--- config.mk ---
export PLATFORM = sky130hd
export DESIGN_NAME = channel_add_seq_flat
export DESIGN_NICKNAME = d
export VERILOG_FILES = /design/src/rtl/channel_add_seq_pkg.sv /design/src/rtl/channel_add_seq_if.sv /design/src/rtl/channel_add_seq_beat_counter.sv /design/src/rtl/channel_add_seq.sv /design/src/flat_wrapper.sv
export SDC_FILE = /design/constraint.sdc
export NUM_CORES = 1
export LEC_CHECK = 0
export ABC_CLOCK_PERIOD_IN_PS = 2540
export CAP_MARGIN = 40
export CORE_AREA = 5 5 141 143
export DETAILED_ROUTE_END_ITERATION = 8
export DIE_AREA = 0 0 146 148
export GPL_ROUTABILITY_DRIVEN = 0
export GPL_TIMING_DRIVEN = 0
export PLACE_DENSITY = 0.62
export SLEW_MARGIN = 40
export SYNTH_ARGS = -nofsm -noshare
export SYNTH_HDL_FRONTEND = slang
export SYNTH_SLANG_ARGS = --single-unit
--- constraint.sdc ---
create_clock -name clk -period 2.54 [get_ports clk]
set_clock_uncertainty 0.15 [all_clocks]
set_input_delay 0.254 -clock clk [delete_from_list [all_inputs] [get_ports clk]]
set_output_delay 0.254 -clock clk [all_outputs]
set_load 0.02 [all_outputs]
--- src/rtl/channel_add_seq_pkg.sv ---
// Shared types and defaults for the channelAdd sequencer.
package channel_add_pkg;

   localparam int DEF_DATA_W = 32;
   localparam int DEF_NUM_CH = 8;
   localparam int DEF_PASS_W = 8;

   typedef enum logic [2:0] {
      IDLE  = 3'd0,
      INIT  = 3'd1,
      ACCUM = 3'd2,
      DRAIN = 3'd3,
      OUT   = 3'd4,
      DONE  = 3'd5
   } state_t;

   // Width of a channel index; a single channel still needs one bit.
   function automatic int ch_width(input int n);
      return (n > 1) ? $clog2(n) : 1;
   endfunction

endpackage

--- src/rtl/channel_add_seq_if.sv ---
// Command, partial-sum, channelAdd and result-stream signals of the sequencer.
interface channel_add_seq_if #(
   parameter int DATA_W = channel_add_pkg::DEF_DATA_W,
   parameter int NUM_CH = channel_add_pkg::DEF_NUM_CH,
   parameter int PASS_W = channel_add_pkg::DEF_PASS_W
);
   import channel_add_pkg::*;

   localparam int CH_W = ch_width(NUM_CH);

   logic                     start;
   logic [PASS_W-1:0]        num_pass;
   logic                     busy;
   logic                     done;
   logic                     psum_valid;
   logic [DATA_W-1:0]        psum_data;
   logic                     psum_ready;
   logic                     add_valid;
   logic [DATA_W-1:0]        add_data;
   logic                     add_init;
   logic [NUM_CH*DATA_W-1:0] acc_in;
   logic                     out_valid;
   logic                     out_ready;
   logic [CH_W-1:0]          out_ch;
   logic [DATA_W-1:0]        out_data;
   logic                     out_last;

   // Sequencer side
   modport master (
      input  start, num_pass, psum_valid, psum_data, acc_in, out_ready,
      output busy, done, psum_ready, add_valid, add_data, add_init,
             out_valid, out_ch, out_data, out_last
   );

   // Environment side (command source, upstream, channelAdd, consumer)
   modport slave (
      output start, num_pass, psum_valid, psum_data, acc_in, out_ready,
      input  busy, done, psum_ready, add_valid, add_data, add_init,
             out_valid, out_ch, out_data, out_last
   );

endinterface

--- src/rtl/channel_add_seq_beat_counter.sv ---
// Channel/pass counter for accepted partial sums; flags the final beat.
module beat_counter
   import channel_add_pkg::*;
#(
   parameter int NUM_CH = DEF_NUM_CH,
   parameter int PASS_W = DEF_PASS_W
) (
   input  logic              clk,
   input  logic              reset,
   input  logic              clear,
   input  logic              en,
   input  logic [PASS_W-1:0] num_pass,
   output logic              last
);
   localparam int CH_W = ch_width(NUM_CH);

   logic [CH_W-1:0]   ch_cnt_reg;
   logic [PASS_W-1:0] pass_cnt_reg;
   logic              wrap;

   // The channel counter wraps after the highest channel, closing one pass.
   assign wrap = (ch_cnt_reg == CH_W'(NUM_CH - 1));
   assign last = wrap && (pass_cnt_reg == num_pass - PASS_W'(1));

   // Advance one channel per accepted beat; pass count steps on each wrap.
   always_ff @(posedge clk) begin
      if (reset || clear) begin
         ch_cnt_reg   <= '0;
         pass_cnt_reg <= '0;
      end else if (en) begin
         if (wrap) begin
            ch_cnt_reg   <= '0;
            pass_cnt_reg <= pass_cnt_reg + PASS_W'(1);
         end else begin
            ch_cnt_reg <= ch_cnt_reg + CH_W'(1);
         end
      end
   end

endmodule

--- src/rtl/channel_add_seq.sv ---
// Sequencer: clears channelAdd, feeds num_pass x NUM_CH partial sums,
// waits for the accumulator to settle, then streams the NUM_CH results.
module channel_add_seq
   import channel_add_pkg::*;
#(
   parameter int DATA_W = DEF_DATA_W,
   parameter int NUM_CH = DEF_NUM_CH,
   parameter int PASS_W = DEF_PASS_W
) (
   input  logic               clk,
   input  logic               reset,
   channel_add_seq_if.master  bus
);
   localparam int CH_W = ch_width(NUM_CH);

   state_t            state_reg, state_next;
   logic [PASS_W-1:0] num_pass_reg;
   logic              add_valid_reg;
   logic [DATA_W-1:0] add_data_reg;
   logic              drain_reg;
   logic [CH_W-1:0]   out_ch_reg;

   logic              beat;
   logic              last_beat;
   logic              ch_top;
   logic              busy_c, done_c, ready_c, init_c, out_valid_c;
   logic [DATA_W-1:0] acc_slice [NUM_CH];

   assign beat   = (state_reg == ACCUM) && bus.psum_valid;
   assign ch_top = (out_ch_reg == CH_W'(NUM_CH - 1));

   beat_counter #(
      .NUM_CH (NUM_CH),
      .PASS_W (PASS_W)
   ) u_beat_counter (
      .clk      (clk),
      .reset    (reset),
      .clear    (state_reg == INIT),
      .en       (beat),
      .num_pass (num_pass_reg),
      .last     (last_beat)
   );

   // Split the flat accumulator bus into per-channel words.
   genvar gi;
   generate
      for (gi = 0; gi < NUM_CH; gi++) begin : g_slice
         assign acc_slice[gi] = bus.acc_in[gi*DATA_W +: DATA_W];
      end
   endgenerate

   // State register; reset aborts any operation without clearing channelAdd.
   always_ff @(posedge clk) begin
      if (reset) state_reg <= IDLE;
      else       state_reg <= state_next;
   end

   // Next state and state-decoded outputs.
   always_comb begin
      state_next  = state_reg;
      busy_c      = 1'b0;
      done_c      = 1'b0;
      ready_c     = 1'b0;
      init_c      = 1'b0;
      out_valid_c = 1'b0;
      case (state_reg)
         IDLE: begin
            if (bus.start) state_next = INIT;
         end
         INIT: begin
            busy_c     = 1'b1;
            init_c     = 1'b1;
            state_next = (num_pass_reg == '0) ? DONE : ACCUM;
         end
         ACCUM: begin
            busy_c  = 1'b1;
            ready_c = 1'b1;
            if (bus.psum_valid && last_beat) state_next = DRAIN;
         end
         DRAIN: begin
            // First cycle carries the final add_valid, second lets the sums settle.
            busy_c = 1'b1;
            if (drain_reg) state_next = OUT;
         end
         OUT: begin
            busy_c      = 1'b1;
            out_valid_c = 1'b1;
            if (bus.out_ready && ch_top) state_next = DONE;
         end
         DONE: begin
            done_c     = 1'b1;
            state_next = IDLE;
         end
         default: state_next = IDLE;
      endcase
   end

   // Command latch, registered beat copy to channelAdd, drain and output counters.
   always_ff @(posedge clk) begin
      if (reset) begin
         num_pass_reg  <= '0;
         add_valid_reg <= 1'b0;
         add_data_reg  <= '0;
         drain_reg     <= 1'b0;
         out_ch_reg    <= '0;
      end else begin
         if (state_reg == IDLE && bus.start) num_pass_reg <= bus.num_pass;
         add_valid_reg <= beat;
         add_data_reg  <= beat ? bus.psum_data : '0;
         drain_reg     <= (state_reg == DRAIN) && !drain_reg;
         if (state_reg != OUT)  out_ch_reg <= '0;
         else if (bus.out_ready) out_ch_reg <= ch_top ? '0 : out_ch_reg + CH_W'(1);
      end
   end

   assign bus.busy       = busy_c;
   assign bus.done       = done_c;
   assign bus.psum_ready = ready_c;
   assign bus.add_init   = init_c;
   assign bus.add_valid  = add_valid_reg;
   assign bus.add_data   = add_data_reg;
   assign bus.out_valid  = out_valid_c;
   assign bus.out_ch     = out_ch_reg;
   assign bus.out_data   = out_valid_c ? acc_slice[out_ch_reg] : '0;
   assign bus.out_last   = out_valid_c && ch_top;

endmodule
--- src/flat_wrapper.sv ---
// flat-port wrapper written by rule: the top's interface ports become plain ports
module channel_add_seq_flat import channel_add_pkg::*;
#(
   parameter int DATA_W = DEF_DATA_W,
   parameter int NUM_CH = DEF_NUM_CH,
   parameter int PASS_W = DEF_PASS_W
)
  (clk, reset, bus_start, bus_num_pass, bus_psum_valid, bus_psum_data, bus_acc_in, bus_out_ready, bus_busy, bus_done, bus_psum_ready, bus_add_valid, bus_add_data, bus_add_init, bus_out_valid, bus_out_ch, bus_out_data, bus_out_last);
  channel_add_seq_if #(.DATA_W(DATA_W), .NUM_CH(NUM_CH), .PASS_W(PASS_W)) bus_i ();
  input  logic clk;
  input  logic reset;
  input wire logic [$bits(bus_i.start)-1:0] bus_start;
  input wire logic [$bits(bus_i.num_pass)-1:0] bus_num_pass;
  input wire logic [$bits(bus_i.psum_valid)-1:0] bus_psum_valid;
  input wire logic [$bits(bus_i.psum_data)-1:0] bus_psum_data;
  input wire logic [$bits(bus_i.acc_in)-1:0] bus_acc_in;
  input wire logic [$bits(bus_i.out_ready)-1:0] bus_out_ready;
  output wire logic [$bits(bus_i.busy)-1:0] bus_busy;
  output wire logic [$bits(bus_i.done)-1:0] bus_done;
  output wire logic [$bits(bus_i.psum_ready)-1:0] bus_psum_ready;
  output wire logic [$bits(bus_i.add_valid)-1:0] bus_add_valid;
  output wire logic [$bits(bus_i.add_data)-1:0] bus_add_data;
  output wire logic [$bits(bus_i.add_init)-1:0] bus_add_init;
  output wire logic [$bits(bus_i.out_valid)-1:0] bus_out_valid;
  output wire logic [$bits(bus_i.out_ch)-1:0] bus_out_ch;
  output wire logic [$bits(bus_i.out_data)-1:0] bus_out_data;
  output wire logic [$bits(bus_i.out_last)-1:0] bus_out_last;
  assign bus_i.start = bus_start;
  assign bus_i.num_pass = bus_num_pass;
  assign bus_i.psum_valid = bus_psum_valid;
  assign bus_i.psum_data = bus_psum_data;
  assign bus_i.acc_in = bus_acc_in;
  assign bus_i.out_ready = bus_out_ready;
  assign bus_busy = bus_i.busy;
  assign bus_done = bus_i.done;
  assign bus_psum_ready = bus_i.psum_ready;
  assign bus_add_valid = bus_i.add_valid;
  assign bus_add_data = bus_i.add_data;
  assign bus_add_init = bus_i.add_init;
  assign bus_out_valid = bus_i.out_valid;
  assign bus_out_ch = bus_i.out_ch;
  assign bus_out_data = bus_i.out_data;
  assign bus_out_last = bus_i.out_last;
  channel_add_seq #(.DATA_W(DATA_W), .NUM_CH(NUM_CH), .PASS_W(PASS_W)) u_core (.clk(clk), .reset(reset), .bus(bus_i));
endmodule
# Word-level counts from Yosys, hierarchy flattened
# Index checks and enable logic that the tools add are counted.
# word_totals
register_bits	59
elab_cells	61
input_bits	301
# classes
n_lt_le_gt_ge	1
n_mux	17
bitwise_logic	2
reduce_logical	16
addsub	4
n_eq_ne	13
# ops
op	n
$bmux 32 s3	1
$mux 32	3
$mux 3	7
$pmux 3 s5	1
$eq 3x3->1 const B	4
$add 8x1->8 const B	1
$eq 8x8->1	1
$logic_not 8->1	1
$sub 8x1->8 const B	1
$logic_and 1x1->1	7
$add 3x1->3 const B	2
$eq 3x2->1 const B	2
$mux 1	5
$ge 4x4->1 const B	1
$ne 2x1->1 const B	2
$ne 2x2->1 const B	2
$not 3->4	1
$reduce_and 4->1	1
$reduce_or 2->1	2
$reduce_or 4->1	1
$eq 3x1->1 const B	1
$logic_not 3->1	1
$ne 3x3->1 const B	1
$reduce_and 2->1	1
other kinds (3)	3

# Depth between registers and ports, before layout
# logic_depth
depth_word	6
depth_mapped	8

# By module
# From an unflattened synthesis, not the netlist that was laid out.
# hier_totals
hier_cells	393
hier_area_um2	4317.9
# modules_own_cells
mod	cells_per_inst	area_per_inst_um2	instances	seq_area_each_um2
channel_add_seq	309	3614.7	1	960.9
beat_counter	84	703.2	1	220.2

# Least setup slack after synthesis
# OpenSTA, ideal clock, no wires.
# synth_timing
kind	reg-to-output
from	reg u_core.out_ch_reg[0], in the netlist u_core.bus.out_ch[0]
to	out bus_out_data[25]
slack_ps	285
stages_incl_launch_ff	6
arrival_ps	1851
path_cell_list	dfxtp_1 > buf_2 > buf_2 > mux4_2 > mux2i_1 > nor2_1
# synth_between
elab_chain_len	5
# synth_lines
element	line_no	rtl
start: declaration	channel_add_seq.sv:21	logic [CH_W-1:0] out_ch_reg;
start signal: assignment	channel_add_seq.sv:112	else if (bus.out_ready) out_ch_reg <= ch_top ? '0 : out_ch_reg + CH_W'(1);
$not 3->4 (implied by the code)	channel_add_seq.sv:124	assign bus.out_data = out_valid_c ? acc_slice[out_ch_reg] : '0;
$bmux 32 s3	channel_add_seq.sv:124	
$mux 32 (implied by the code) (2 in a row)	channel_add_seq.sv:124	
$mux 32	channel_add_seq.sv:124	
end: declaration	flat_wrapper.sv:26	output wire logic [$bits(bus_i.out_data)-1:0] bus_out_data;
# Every way passes these cells. The select of a mux whose other input is x is not followed.

# Worst setup path in the final report
# layout_timing
from	reg u_core.out_ch_reg[0], in the netlist u_core.bus.out_ch[0]
to	out bus_out_data[0]
# Same word-level chain as after synthesis.

==> metrics.md <==
| Metric | Value |
|---|---|
| Layout net count | roughly 1.1k |
| Hold wc startpoint | reset |
| Largest register FFs | 32 |
| Worst setup startpoint | u_core.bus.out_ch[0] |
| Crit path DAT | between 2000 and 2500 ps |
| Relative slew margins | approximately two thirds |
| Largest net degree at the start of global routing | 14 |
| Commonest cells after routing, fill and taps aside | clkdlybuf4s50_1 (341), mux4_2 (64), dfxtp_1 (57), nor2_1 (46), and2_1 (35) |
| H-tree depth | 3 |
| CTS tree | done |
| Initial antenna violation count | 1 |
| Post-synth EDFFs | 0 |
| Die Width | 146 um |
| Fin crit share | a little under 100% |
| Max_cap viols | 0 |
| Nature of the critical path endpoint | output port |
| Detailed Route WL | 22.56 mm |
| Pre-CTS setup slack | -681.8 ps |
| Max frequency | 0.4065 GHz |
| Reg2reg end | u_core.bus.add_data[3] |
| Met1 GRT Util | 23.26% |
| Tightest Pin Transition | around 520 ps |
| Die Y | around 150 um |
| WP data required | approximately 2100 ps |
| Residual DRC count | 0 |
| Final Max Slew Viols | 0 |
| CP Cell Sequence | buf_12, buf_12, mux4_2, mux2i_1, nor2_1, clkdlybuf4s15_2 |
| Router iterations before antenna repair | 6 |
| Port Buffers | 373 |
| CP max FO | 10 |
| Iter 0 DRT Violations | between 150 and 200 |
| Post-DRT Antenna Nets | 0 |
| Final min period | about 2500 ps |
| CP max stage delay | roughly 540 ps |
| Kind of cell adding the most delay to the critical path | multiplexers |
| Switching share of power | roughly a third |
| Synthesized instance count | just under 400 |
| Ys Warns | 0 |
| CTS Hold Buffers Added | 0 |
| Ys flop type | dfxtp_1 |
| Sequential share of power | 26.9% |
| CTS sink cnt | between 50 and 60 |
| Grt ovf | 0 |
| Met3 usage | roughly 7.9% |
| Worst hold path type | primary input to flip-flop |
| Top cell type's share of synthesized area | around 34% |
| Gr busiest metal | met2 |
| Ports | around 380 |
| Sequential area share after synthesis | between 20% and 30% |
| Syn Area/Cell | around 11 sq um |
| Leading cell type in the layout, fill and taps excluded | clkdlybuf4s50_1 |
| CP Class | flip-flop to output port |
| Syn nets | 702 |
| Unrepaired setup endpoints after global routing | true |
| Row Count | 50 |
| FF-to-FF path depth | 5 |
| Multi-input logic area | between 0.002 and 0.003 sq mm |
| Post-DP HPWL | 19.57 mm |
| Setup WS post-layout | ~80 ps |
| Startpoint types | flip-flop |
| Leakage | 3.125 nW |
| Clock share of power | between 20% and 30% |
| Core Util, Final | a little under half |
| GRT Overall Usage | about a fifth |
| Setup violators final | 0 |
| Met2 Use GR | between 30 and 40% |
| Gate power share | 45.4% |
| Worst-path clk slew | ~50 ps |
| Synthesized flop and latch total | 59 |
| Final Hold Fails | 0 |
| Area leader, netlist | mux4_2 |
| Root buffer cell | clkbuf_16 |
| Reported net switching power | about 0.0014 W |
| Internal power | 0.002703 W |
| Layout cells sized above 1 | a little under a fifth |
| Hold Path End | u_core.bus.out_ch[1] |
| Cell mode on critical path | buf_12 |
| Core Area | 0.01846 sq mm |
| Die area | around 0.022 sq mm |
| Vias in the first global route | 5388 |
| Synthesized area | about 0.0043 sq mm |
| Initial core utilization | around a quarter |
| Worst reg2reg startpoint | u_core.state_reg[1] |
| Register area | between 0.001 and 0.0015 sq mm |
| Maximum VDD drop | approximately 320 uV |
| Outcome | completed |
| CP bufs+invs | 3 |
| Cell count of the worst hold path | 2 |
| Detailed-route vias per instance | 4.751 |
| Reg2reg setup slack | ~440 ps |
| Clock Latency Late Sink | 320 ps |
| Clock Tree Buf Depth | 2 |
| Post-Layout Cell Count | between 1k and 1.5k |
| Asr flop ratio synth | 0% |
| Diodes inserted | 0 |
| # fillers | 1668 |
| Vias | slightly below 5k |
| Inst Count DP | approximately 1.0k |
| P&R area growth vs syn | 102.4% |
| Number of CTS-inserted buffers | 9 |
| Mean routed wirelength per cell | ~22 um |
| Top post-synthesis cells by area | mux4_2 (34%), dfxtp_1 (27%), mux2i_1 (7.9%) |
| Synth unique cells | 38 |
| Global-route wire length before repair | between 30 and 40 mm |
| Slowest cell on crit path | mux4_2 |
| Power per cell area | around 470 mW/mm^2 |
==> area by class of cell <==
cell class	count	area share, %
Timing Repair Buffer	378	42.08
Multi-Input combinational cell	298	34.08
Sequential cell	59	13.63
Buffer	33	3.422
Tap cell	234	3.364
Clock buffer	9	2.588
Clock inverter	7	0.6614
Inverter	4	0.1725
==> worst max-delay path by stage <==
stage / end / slack [ps] / cells past startpoint
after floorplan: bus_out_data[25] / 290 / 5
after global routing: bus_out_data[17] / -30 / 6
after CTS: bus_out_data[30] / -20 / 6
after global placement: bus_out_data[30] / -680 / 6
after detailed placement: bus_out_data[30] / -680 / 6
final: bus_out_data[0] / 80 / 6
==> cell usage after synthesis, types with 2 or more instances <==
library cell,n
nand2_1,26
nand2b_1,4
buf_1,3
nand3_1,4
ha_1,6
mux2i_1,34
or3_1,3
nor2_1,47
dfxtp_1,59
and3_1,2
nand4_1,3
a211oi_1,3
inv_1,4
mux4_2,64
buf_2,8
nor3b_1,2
buf_6,2
xor2_1,8
clkbuf_1,21
nor3_1,10
o21ai_0,4
and2_1,35
a21oi_1,20
xnor2_1,9
==> cells by family (layout without fill, tap and decap cells) <==
kind of cell	Yosys count	after routing	share of synthesized area, %
and+or+nand+nor	144	144	17.55
AOI/OAI and AO/OA	33	33	4.424
adders and majority gates	6	6	1.746
xor gates and xnor gates	17	17	3.463
muxes	98	98	41.44
buffers and inverters	38	431	3.900
DFF	59	59	27.47
==> stage by stage <==
stage / hold WS, ps / instance area, sq um / setup TNS (ps) / total power (W)
floorplan: 225.7 / 4299 / 0 / 0.002019
global placement: 303.1 / 8325 / -16720 / 0.002945
detailed placement: 313.6 / 8330 / -18020 / 0.002976
CTS: 272.2 / 8753 / -35.80 / 0.004120
global route: 332.7 / 8702 / -33.39 / 0.004308
finish: 290.6 / 8702 / 0 / 0.004069
==> routing by layer <==
| layer | wire length (um) | vias to the layer above |
|---|---|---|
| met3 | 2382 | 33 |
| met2 | 11120 | 269 |
| li1 | - | 2250 |
| met5 | 13 | - |
| met1 | 8525 | 2302 |
| met4 | 519 | 2 |
==> what timing repair did <==
action                     CTS  global route
setup buffers                2             3
hold endpoints to repair     0             0
gates resized for setup    103            50
setup endpoints to repair   33            31
==> power groups by stage <==
stage / sequential (W) / combinational, W / clock [W]
2_1_floorplan: 0.00111 / 0.000905 / 0
3_3_place_gp: 0.00109 / 0.00185 / 0
3_5_place_dp: 0.00109 / 0.00188 / 0
4_1_cts: 0.00109 / 0.00186 / 0.00117
5_1_grt: 0.00111 / 0.00199 / 0.00121
6_report: 0.00109 / 0.00185 / 0.00113
==> worst reg2reg max path: cells and delay by family, from the launching register on <==
family / cells / cell delay [ps]
AND/OR/NAND/NOR: 4 / 1120
buffers and inverters: 1 / 330
flip-flops: 1 / 460
Note: power is estimated with default switching activity, not from simulation.
